File: config.mk
export PLATFORM = sky130hd
export DESIGN_NAME = usd_apu_bridge
export DESIGN_NICKNAME = d
export VERILOG_FILES = /design/src/rtl/usd_pkg.sv /design/src/rtl/usd_apu_bridge.sv
export SDC_FILE = /design/constraint.sdc
export NUM_CORES = 1
export LEC_CHECK = 0
export CORE_AREA = 2 2 187 189
export DETAILED_ROUTE_END_ITERATION = 16
export DIE_AREA = 0 0 189 191
export HOLD_SLACK_MARGIN = 0.02
export PLACE_DENSITY_LB_ADDON = 0.2
export SLEW_MARGIN = 20
export SYNTH_ARGS = -nofsm -noshare
export SYNTH_HDL_FRONTEND = slang
export SYNTH_SLANG_ARGS = --single-unit
File: constraint.sdc
create_clock -name apuClk -period 3.7 [get_ports apuClk]
set_input_delay 1.11 -clock apuClk [delete_from_list [all_inputs] [get_ports apuClk]]
set_output_delay 1.11 -clock apuClk [all_outputs]
set_load 0.03 [all_outputs]
File: src/rtl/usd_pkg.sv
// Shared definitions for the micro-SD APU bridge: FSM states, status codes and
// the layout of the 72-bit command word.
package usd_pkg;

  typedef enum logic [2:0] {
    ST_IDLE,
    ST_WR_DATA,
    ST_CMD,
    ST_WAIT_RES,
    ST_CAP_RES,
    ST_RD_DATA,
    ST_DONE
  } state_t;

  localparam logic [3:0] STAT_OK      = 4'd0;
  localparam logic [3:0] STAT_TIMEOUT = 4'd15;

  localparam int CW_TAG_LSB   = 64;
  localparam int CW_IDX_LSB   = 58;
  localparam int CW_WRITE_BIT = 49;

  localparam int CMD_RD_IDX_DEFAULT = 17;
  localparam int CMD_WR_IDX_DEFAULT = 24;

  function automatic logic [71:0] usd_cmd_pack(input logic [7:0]  tag,
                                               input logic [5:0]  idx,
                                               input logic        write,
                                               input logic [31:0] addr);
    logic [71:0] word;
    word                   = '0;
    word[CW_TAG_LSB +: 8]  = tag;
    word[CW_IDX_LSB +: 6]  = idx;
    word[CW_WRITE_BIT]     = write;
    word[31:0]             = addr;
    return word;
  endfunction

endpackage

File: src/rtl/usd_apu_bridge.sv
// APU-side sequencer in front of the micro-SD controller: turns one block
// request into command/data FIFO traffic and reports completion.
module usd_apu_bridge
  import usd_pkg::*;
#(
  parameter int BLOCK_WORDS    = 64,
  parameter int TIMEOUT_CYCLES = 2000000,
  parameter int CMD_RD_IDX     = CMD_RD_IDX_DEFAULT,
  parameter int CMD_WR_IDX     = CMD_WR_IDX_DEFAULT
) (
  input  logic        apuClk,
  input  logic        sysRstN,
  input  logic        reqValid,
  output logic        reqReady,
  input  logic        reqWrite,
  input  logic [31:0] reqAddr,
  input  logic [7:0]  reqTag,
  input  logic        wrDataValid,
  output logic        wrDataReady,
  input  logic [63:0] wrData,
  output logic        rdDataValid,
  output logic [63:0] rdData,
  output logic        doneValid,
  output logic [7:0]  doneTag,
  output logic [3:0]  doneStatus,
  output logic [31:0] doneResp,
  output logic [71:0] cmdFifoData,
  output logic        cmdFifoWrEn,
  input  logic        cmdFifoSpace,
  output logic [71:0] cmdDataFifoData,
  output logic        cmdDataFifoWrEn,
  input  logic        cmdDataAlmostFull,
  input  logic        resultFifoEmpty,
  output logic        resultFifoRdEn,
  input  logic [35:0] resultFifoData,
  input  logic        resultDataEmpty,
  output logic        resultDataFifoRdEn,
  input  logic [71:0] resultDataFifoData,
  output logic [7:0]  orphanCount
);

  localparam int CW = $clog2(BLOCK_WORDS + 1);
  localparam int TW = $clog2(TIMEOUT_CYCLES + 1);
  localparam logic [CW-1:0] LAST_WORD  = CW'(BLOCK_WORDS - 1);
  localparam logic [CW-1:0] BLOCK_CNT  = CW'(BLOCK_WORDS);
  localparam logic [TW-1:0] TIMER_LAST = TW'(TIMEOUT_CYCLES - 1);
  localparam logic [5:0]    RD_IDX     = 6'(CMD_RD_IDX);
  localparam logic [5:0]    WR_IDX     = 6'(CMD_WR_IDX);

  state_t        state, next_state;
  logic          run;
  logic          is_write;
  logic [31:0]   addr_q;
  logic [7:0]    tag_q;
  logic [CW-1:0] word_cnt, pop_cnt, rcv_cnt;
  logic [TW-1:0] timer;
  logic [3:0]    status_q;
  logic [31:0]   resp_q;
  logic [7:0]    orphan_cnt;
  logic [71:0]   cmd_data_q;
  logic          cmd_data_we_q;
  logic          rd_valid_q;

  logic req_ready, wr_ready, cmd_we, res_pop, data_pop, done;
  logic req_fire, wr_fire;
  logic rd_unused;

  assign req_fire  = req_ready & reqValid;
  assign wr_fire   = wr_ready & wrDataValid;
  assign rd_unused = &{1'b0, resultDataFifoData[71:64]};

  // run stays low for the first cycle after reset so every strobe is held at
  // zero while reset is asserted, regardless of the FIFO flags.
  always_comb begin
    next_state = state;
    req_ready  = 1'b0;
    wr_ready   = 1'b0;
    cmd_we     = 1'b0;
    res_pop    = 1'b0;
    data_pop   = 1'b0;
    done       = 1'b0;
    if (run) begin
      case (state)
        ST_IDLE: begin
          if (!resultFifoEmpty) begin
            res_pop = 1'b1;
          end else begin
            req_ready = 1'b1;
            if (reqValid) next_state = reqWrite ? ST_WR_DATA : ST_CMD;
          end
        end
        ST_WR_DATA: begin
          wr_ready = !cmdDataAlmostFull;
          if (wr_ready && wrDataValid && word_cnt == LAST_WORD) next_state = ST_CMD;
        end
        ST_CMD: begin
          // hold the command until the last data word has left the register
          if (cmdFifoSpace && !cmd_data_we_q) begin
            cmd_we     = 1'b1;
            next_state = ST_WAIT_RES;
          end
        end
        ST_WAIT_RES: begin
          if (!resultFifoEmpty) begin
            res_pop    = 1'b1;
            next_state = ST_CAP_RES;
          end else if (timer == TIMER_LAST) begin
            next_state = ST_DONE;
          end
        end
        ST_CAP_RES: begin
          if (!is_write && resultFifoData[35:32] == STAT_OK) next_state = ST_RD_DATA;
          else next_state = ST_DONE;
        end
        ST_RD_DATA: begin
          data_pop = !resultDataEmpty && (pop_cnt < BLOCK_CNT);
          if (rd_valid_q && rcv_cnt == LAST_WORD) next_state = ST_DONE;
        end
        ST_DONE: begin
          done       = 1'b1;
          next_state = ST_IDLE;
        end
        default: next_state = ST_IDLE;
      endcase
    end
  end

  // timer counts cycles elapsed since the command write, so expiry lands the
  // completion exactly TIMEOUT_CYCLES cycles after the command.
  always_ff @(posedge apuClk or negedge sysRstN) begin
    if (!sysRstN) begin
      state         <= ST_IDLE;
      run           <= 1'b0;
      is_write      <= 1'b0;
      addr_q        <= '0;
      tag_q         <= '0;
      word_cnt      <= '0;
      pop_cnt       <= '0;
      rcv_cnt       <= '0;
      timer         <= '0;
      status_q      <= '0;
      resp_q        <= '0;
      orphan_cnt    <= '0;
      cmd_data_q    <= '0;
      cmd_data_we_q <= 1'b0;
      rd_valid_q    <= 1'b0;
    end else begin
      run           <= 1'b1;
      state         <= next_state;
      cmd_data_we_q <= wr_fire;
      rd_valid_q    <= data_pop;
      if (req_fire) begin
        is_write <= reqWrite;
        addr_q   <= reqAddr;
        tag_q    <= reqTag;
        word_cnt <= '0;
      end
      if (state == ST_IDLE && res_pop && orphan_cnt != 8'hFF) orphan_cnt <= orphan_cnt + 8'd1;
      if (wr_fire) begin
        cmd_data_q <= {8'h00, wrData};
        word_cnt   <= word_cnt + CW'(1);
      end
      if (cmd_we) timer <= TW'(1);
      else if (state == ST_WAIT_RES) timer <= timer + TW'(1);
      if (state == ST_WAIT_RES && next_state == ST_DONE) begin
        status_q <= STAT_TIMEOUT;
        resp_q   <= '0;
      end
      if (state == ST_CAP_RES) begin
        status_q <= resultFifoData[35:32];
        resp_q   <= resultFifoData[31:0];
        pop_cnt  <= '0;
        rcv_cnt  <= '0;
      end
      if (data_pop) pop_cnt <= pop_cnt + CW'(1);
      if (rd_valid_q) rcv_cnt <= rcv_cnt + CW'(1);
    end
  end

  assign reqReady           = req_ready;
  assign wrDataReady        = wr_ready;
  assign cmdFifoWrEn        = cmd_we;
  assign cmdFifoData        = cmd_we ? usd_cmd_pack(tag_q, is_write ? WR_IDX : RD_IDX, is_write, addr_q) : '0;
  assign cmdDataFifoWrEn    = cmd_data_we_q;
  assign cmdDataFifoData    = cmd_data_q;
  assign resultFifoRdEn     = res_pop;
  assign resultDataFifoRdEn = data_pop;
  assign rdDataValid        = rd_valid_q;
  assign rdData             = rd_valid_q ? resultDataFifoData[63:0] : '0;
  assign doneValid          = done;
  assign doneTag            = done ? tag_q : '0;
  assign doneStatus         = done ? status_q : '0;
  assign doneResp           = done ? resp_q : '0;
  assign orphanCount        = orphan_cnt;

endmodule

# Word-level counts from Yosys, hierarchy flattened
# Cells that the tools add are included.
# totals
regBits,197
word_cells,98
output_inout_bits,268
input_bits,221
# classes
bitwise,2
n_addsub,5
n_lt_le_gt_ge,1
muxes,43
eq_ne,11
n_reduce_logical,21
# ops
operator,count
$mux 32,3
$mux 72,1
$mux 64,1
$mux 21,2
$mux 7,5
$mux 3,8
$add 21x1->21 const B,1
$add 7x1->7 const B,3
$eq 21x21->1 const B,1
$pmux 3 s6,1
$mux 4,4
$mux 1,15
$eq 7x6->1 const B,2
$eq 3x3->1 const B,4
$reduce_bool 2->1,5
$logic_and 1x1->1,9
$add 8x1->8 const B,1
$mux 8,1
$ne 8x8->1 const B,1
$lt 7x7->1 const B,1
$eq 3x2->1 const B,2
$logic_not 1->1,4
$logic_not 4->1,1
$mux 2,2
other kinds (4),5

# Depth between registers and ports, before layout
# Gate-level depths: netlist of the first run.
# depth
ltp_word,10
ltp_mapped,8
depth_no_buf,7

# Worst setup path before layout of the first run
# No wires, ideal clock.
# synth_path
path_type,input to output
from,in cmdFifoSpace
to,out cmdFifoData[61]
arrival_ns,2.584
cell_stages,6
setup_slack_ns,0.006
n_path_buf,2
required_time_ns,2.590
path_cell_list,nor2b_1 nand2_1 nor3_1 clkbuf_1 and2_1 buf_4
# synth_between
elab_chain_cells,5
# synth_lines
item,line,text
from (decl),usd_apu_bridge.sv:29,"input logic cmdFifoSpace,"
$logic_and 1x1->1,usd_apu_bridge.sv:98,if (cmdFifoSpace && !cmd_data_we_q) begin
$mux 1,usd_apu_bridge.sv:98,
$mux 1,usd_apu_bridge.sv:83,case (state)
$mux 1,usd_apu_bridge.sv:82,if (run) begin
$mux 72,usd_apu_bridge.sv:183,"assign cmdFifoData = cmd_we ? usd_cmd_pack(tag_q, is_write ? WR_IDX : RD_IDX, is_write, addr_q) : '0;"
to (decl),usd_apu_bridge.sv:27,"output logic [71:0] cmdFifoData,"
# No other way between the ends.

# Worst setup path after layout of the first run
# layout_path
from,in cmdFifoSpace
to,out cmdFifoData[49]
# Same word-level chain as after synthesis.

==> impl_metrics.json, run 1 <==
{
  "synth_seq_cells": 197,
  "status": "complete, no violations",
  "ctsHoldBuffers": 0,
  "tns_ns": 0,
  "numCtsBuffers": 17,
  "hold_viol_final": 0,
  "cp.required_ns": 2.59,
  "vias": 8254,
  "gp_congestion": 0.7561,
  "report.final.setup_viol": 0,
  "finClkSkew_ns": 0.009567,
  "num_io_pins": 489,
  "wirelength_mm": 29.93,
  "cts_tree": "yes",
  "wl_per_cell_um": 15.79,
  "cts_sinks": 197,
  "grt_overflow": 0,
  "synth_mux_area_share_pct": 8.495,
  "dpl_worst_slack_ns": -0.03554,
  "synth_cell_type_count": 50,
  "maxCapViolCount": 0,
  "slew_headroom_pct": 51.86,
  "nets": 1652,
  "htreeDepth": 4,
  "maxClockFrequency_ghz": 0.2805,
  "ys_warn_count": 0,
  "synth_fa_ha_area_share_pct": 0.6436,
  "startpoint_type": "input pin",
  "crit_arrival_ns": 2.46,
  "vias_per_cell": 4.356,
  "tightest_slew_ns": 0.7221,
  "synth_edf_count": 0,
  "critPathKind": "input pin to output pin",
  "syn_inst": 998,
  "drive_gt1_share_pct": 16.82,
  "ys_seq_area_share_pct": 50.71,
  "grt_max_degree": 71,
  "syn_area_per_cell_um2": 9.740,
  "final_core_util_pct": 44.33,
  "initial_core_util_pct": 28.49,
  "chipWidth_um": 189,
  "port_buffers": 444,
  "dp_hpwl_mm": 21.69,
  "ant_nets": 0,
  "synth_top_family_by_area": "simple AND/OR/NAND/NOR gates",
  "grt_first_pass_wirelength_mm": 45.06,
  "p_per_area_nw_per_um2": 626.3,
  "ir_worst_vdd_v": 0.0003554,
  "worst_r2r_path_depth": 5,
  "clkLatencyLatePin_ns": 0.44,
  "synth-compound-area-share_pct": 6.912,
  "fin_crit_ns": 3.565,
  "die_y_um": 191,
  "grt_pass1_vias": 8034,
  "drtIter0Drc": 363,
  "track_usage_pct": 15.87,
  "endpoint_kind": "output pin",
  "cp_max_fo": 11,
  "rsz0062_at_grt": "false",
  "hp-class": "register to register",
  "root_buffer": "clkbuf_16",
  "drc": 0,
  "drv_slew": 0,
  "ys.flop_type": "dfrtp_1",
  "p_leak_nw": 6.924,
  "clockBufferDepth": 2,
  "areaGrowthSynthToFinish_pct": 55.61,
  "synthXorXnorAreaFrac_pct": 2.072,
  "core_area_um2": 34120,
  "netlist_area_um2": 9721,
  "die_area_um2": 36100,
  "finalWorstSetupSlack_ns": 0.1350,
  "cts.clk_slew.worst_paths_ns": 0.07,
  "drt-pass1-iter-count": 4,
  "synthArstFlopShare_pct": 100.0,
  "antenna_found_initial": 1,
  "rows": 68,
  "period_share_pct": 96.35,
  "yosys.area_share.simple_pct": 24.71,
  "whs_path_depth": 1
}
-- worst max-delay path: stages --
cell and delay (ns):
dlygate4sd2_1 0.23, nor2b_4 0.16, nand2_2 0.07, nor3_4 0.17, buf_6 0.14, bufbuf_16 0.27, and2_4 0.16, buf_6 0.13
-- synthesized netlist by cell type, types with 12 or more instances --
cell type / n / area, um2
o21ai_0: 30 / 150.1
mux2i_1: 33 / 330.3
inv_1: 14 / 52.55
mux2_2: 44 / 495.5
a21oi_2: 30 / 262.8
xnor2_1: 16 / 140.1
a21oi_1: 12 / 60.06
buf_4: 39 / 292.8
dfrtp_1: 197 / 4930
and2_1: 150 / 938.4
buf_2: 12 / 60.06
nand3_1: 17 / 85.08
clkbuf_1: 40 / 150.1
nor2_1: 41 / 153.9
nand2_1: 224 / 840.8
-- per-layer routing --
metal  part of all wire, %  global-route usage (%)  up-vias
li1                      -                       -     4038
met1                    40                   18.15     3905
met2                    51                   28.01      289
met3                   7.9                   5.416       22
met4                   1.4                   4.688        0
met5                     0                       0        -
-- kinds of logic (layout without fill, tap and decap cells) --
kind of cell               Yosys count  in the layout
DFF                                197            197
and+or+nand+nor                    490            490
buffers and inverters              109            515
AOI/OAI and AO/OA                   95             95
adders and majority gates            5              5
muxes                               77             77
other                                2             38
xor gates and xnor gates            23             23
-- final timing paths --
check                                         from                    endpoint  slack [ns]
hold reg to reg            word_cnt[6]$_DFFE_PN0P_     word_cnt[6]$_DFFE_PN0P_        0.47
setup reg to reg                state[2]$_DFF_PN0_  orphanCount[5]$_DFFE_PN0P_        1.26
min in group asynchronous                  sysRstN       addr_q[7]$_DFFE_PN0P_        0.62
hold / removal             word_cnt[6]$_DFFE_PN0P_     word_cnt[6]$_DFFE_PN0P_        0.47
max in group asynchronous                  sysRstN          state[2]$_DFF_PN0_        2.27
setup / recovery                      cmdFifoSpace             cmdFifoData[49]        0.13
-- sequential cells by signal, summed over array words and instances, names as in the netlist --
register / count
state: 3
cmdDataFifoData: 64
addr_q: 32
pop_cnt: 7
rcv_cnt: 7
run: 1
resp_q: 32
word_cnt: 7
tag_q: 8
timer: 21
rdDataValid: 1
orphanCount: 8
status_q: 4
is_write: 1
cmdDataFifoWrEn: 1
-- cell type report --
| type | count | area [um2] |
|---|---|---|
| Clock buffer | 21 | 460.4 |
| Tap cell | 455 | 569.3 |
| Sequential cell | 197 | 4930 |
| Clock inverter | 11 | 92.59 |
| Antenna cell | 1 | 2.502 |
| Timing Repair Buffer | 468 | 4659 |
| Inverter | 15 | 56.30 |
| Fill cell | 3314 | 18990 |
| Multi-Input combinational cell | 727 | 4355 |
-- cells in the final DEF, fill, tap and decap left out, drive strengths merged, types with 22 or more instances in the layout --
cell type and count:
a21oi 42, and2 150, buf 118, clkbuf 22
clkdlybuf4s50 347, conb 37, dfrtp 197, mux2 44
mux2i 33, nand2 224, nor2 41, o21ai 31
-- per-stage QoR --
step           power (mW)  instances  hold slack, ns  instance area, um2
3_5_place_dp        7.720       1857          0.4626               14420
3_3_place_gp        7.657       1857          0.4572               14420
6_report            9.473       1895          0.4745               15130
4_1_cts             9.605       1894          0.4778               15120
2_1_floorplan       6.072       1033          0.4389                9852
5_1_grt             10.10       1895          0.4901               15130
-- repair_timing --
| item | CTS | global route |
|---|---|---|
| setup buffers | 3 | 0 |
| pin swaps | 1 | 1 |
| cloned | 2 | 0 |
| endpoints found under the setup margin | 25 | 1 |
| gates resized for setup | 20 | 0 |
-- power by group --
group	internal, mW	switching [mW]
Sequential	3.12	0.645
Combinational	1.78	2.13
Clock	0.914	0.891
Note: power is estimated with default switching activity, not from simulation.
==> run 2: changes to the inputs <==
HOLD_SLACK_MARGIN = 0.15   (was 0.02)
SLEW_MARGIN = unset   (was 20)
==> results of run 2 <==
No change in the layout: final DEF, timing and power equal those of run 1.
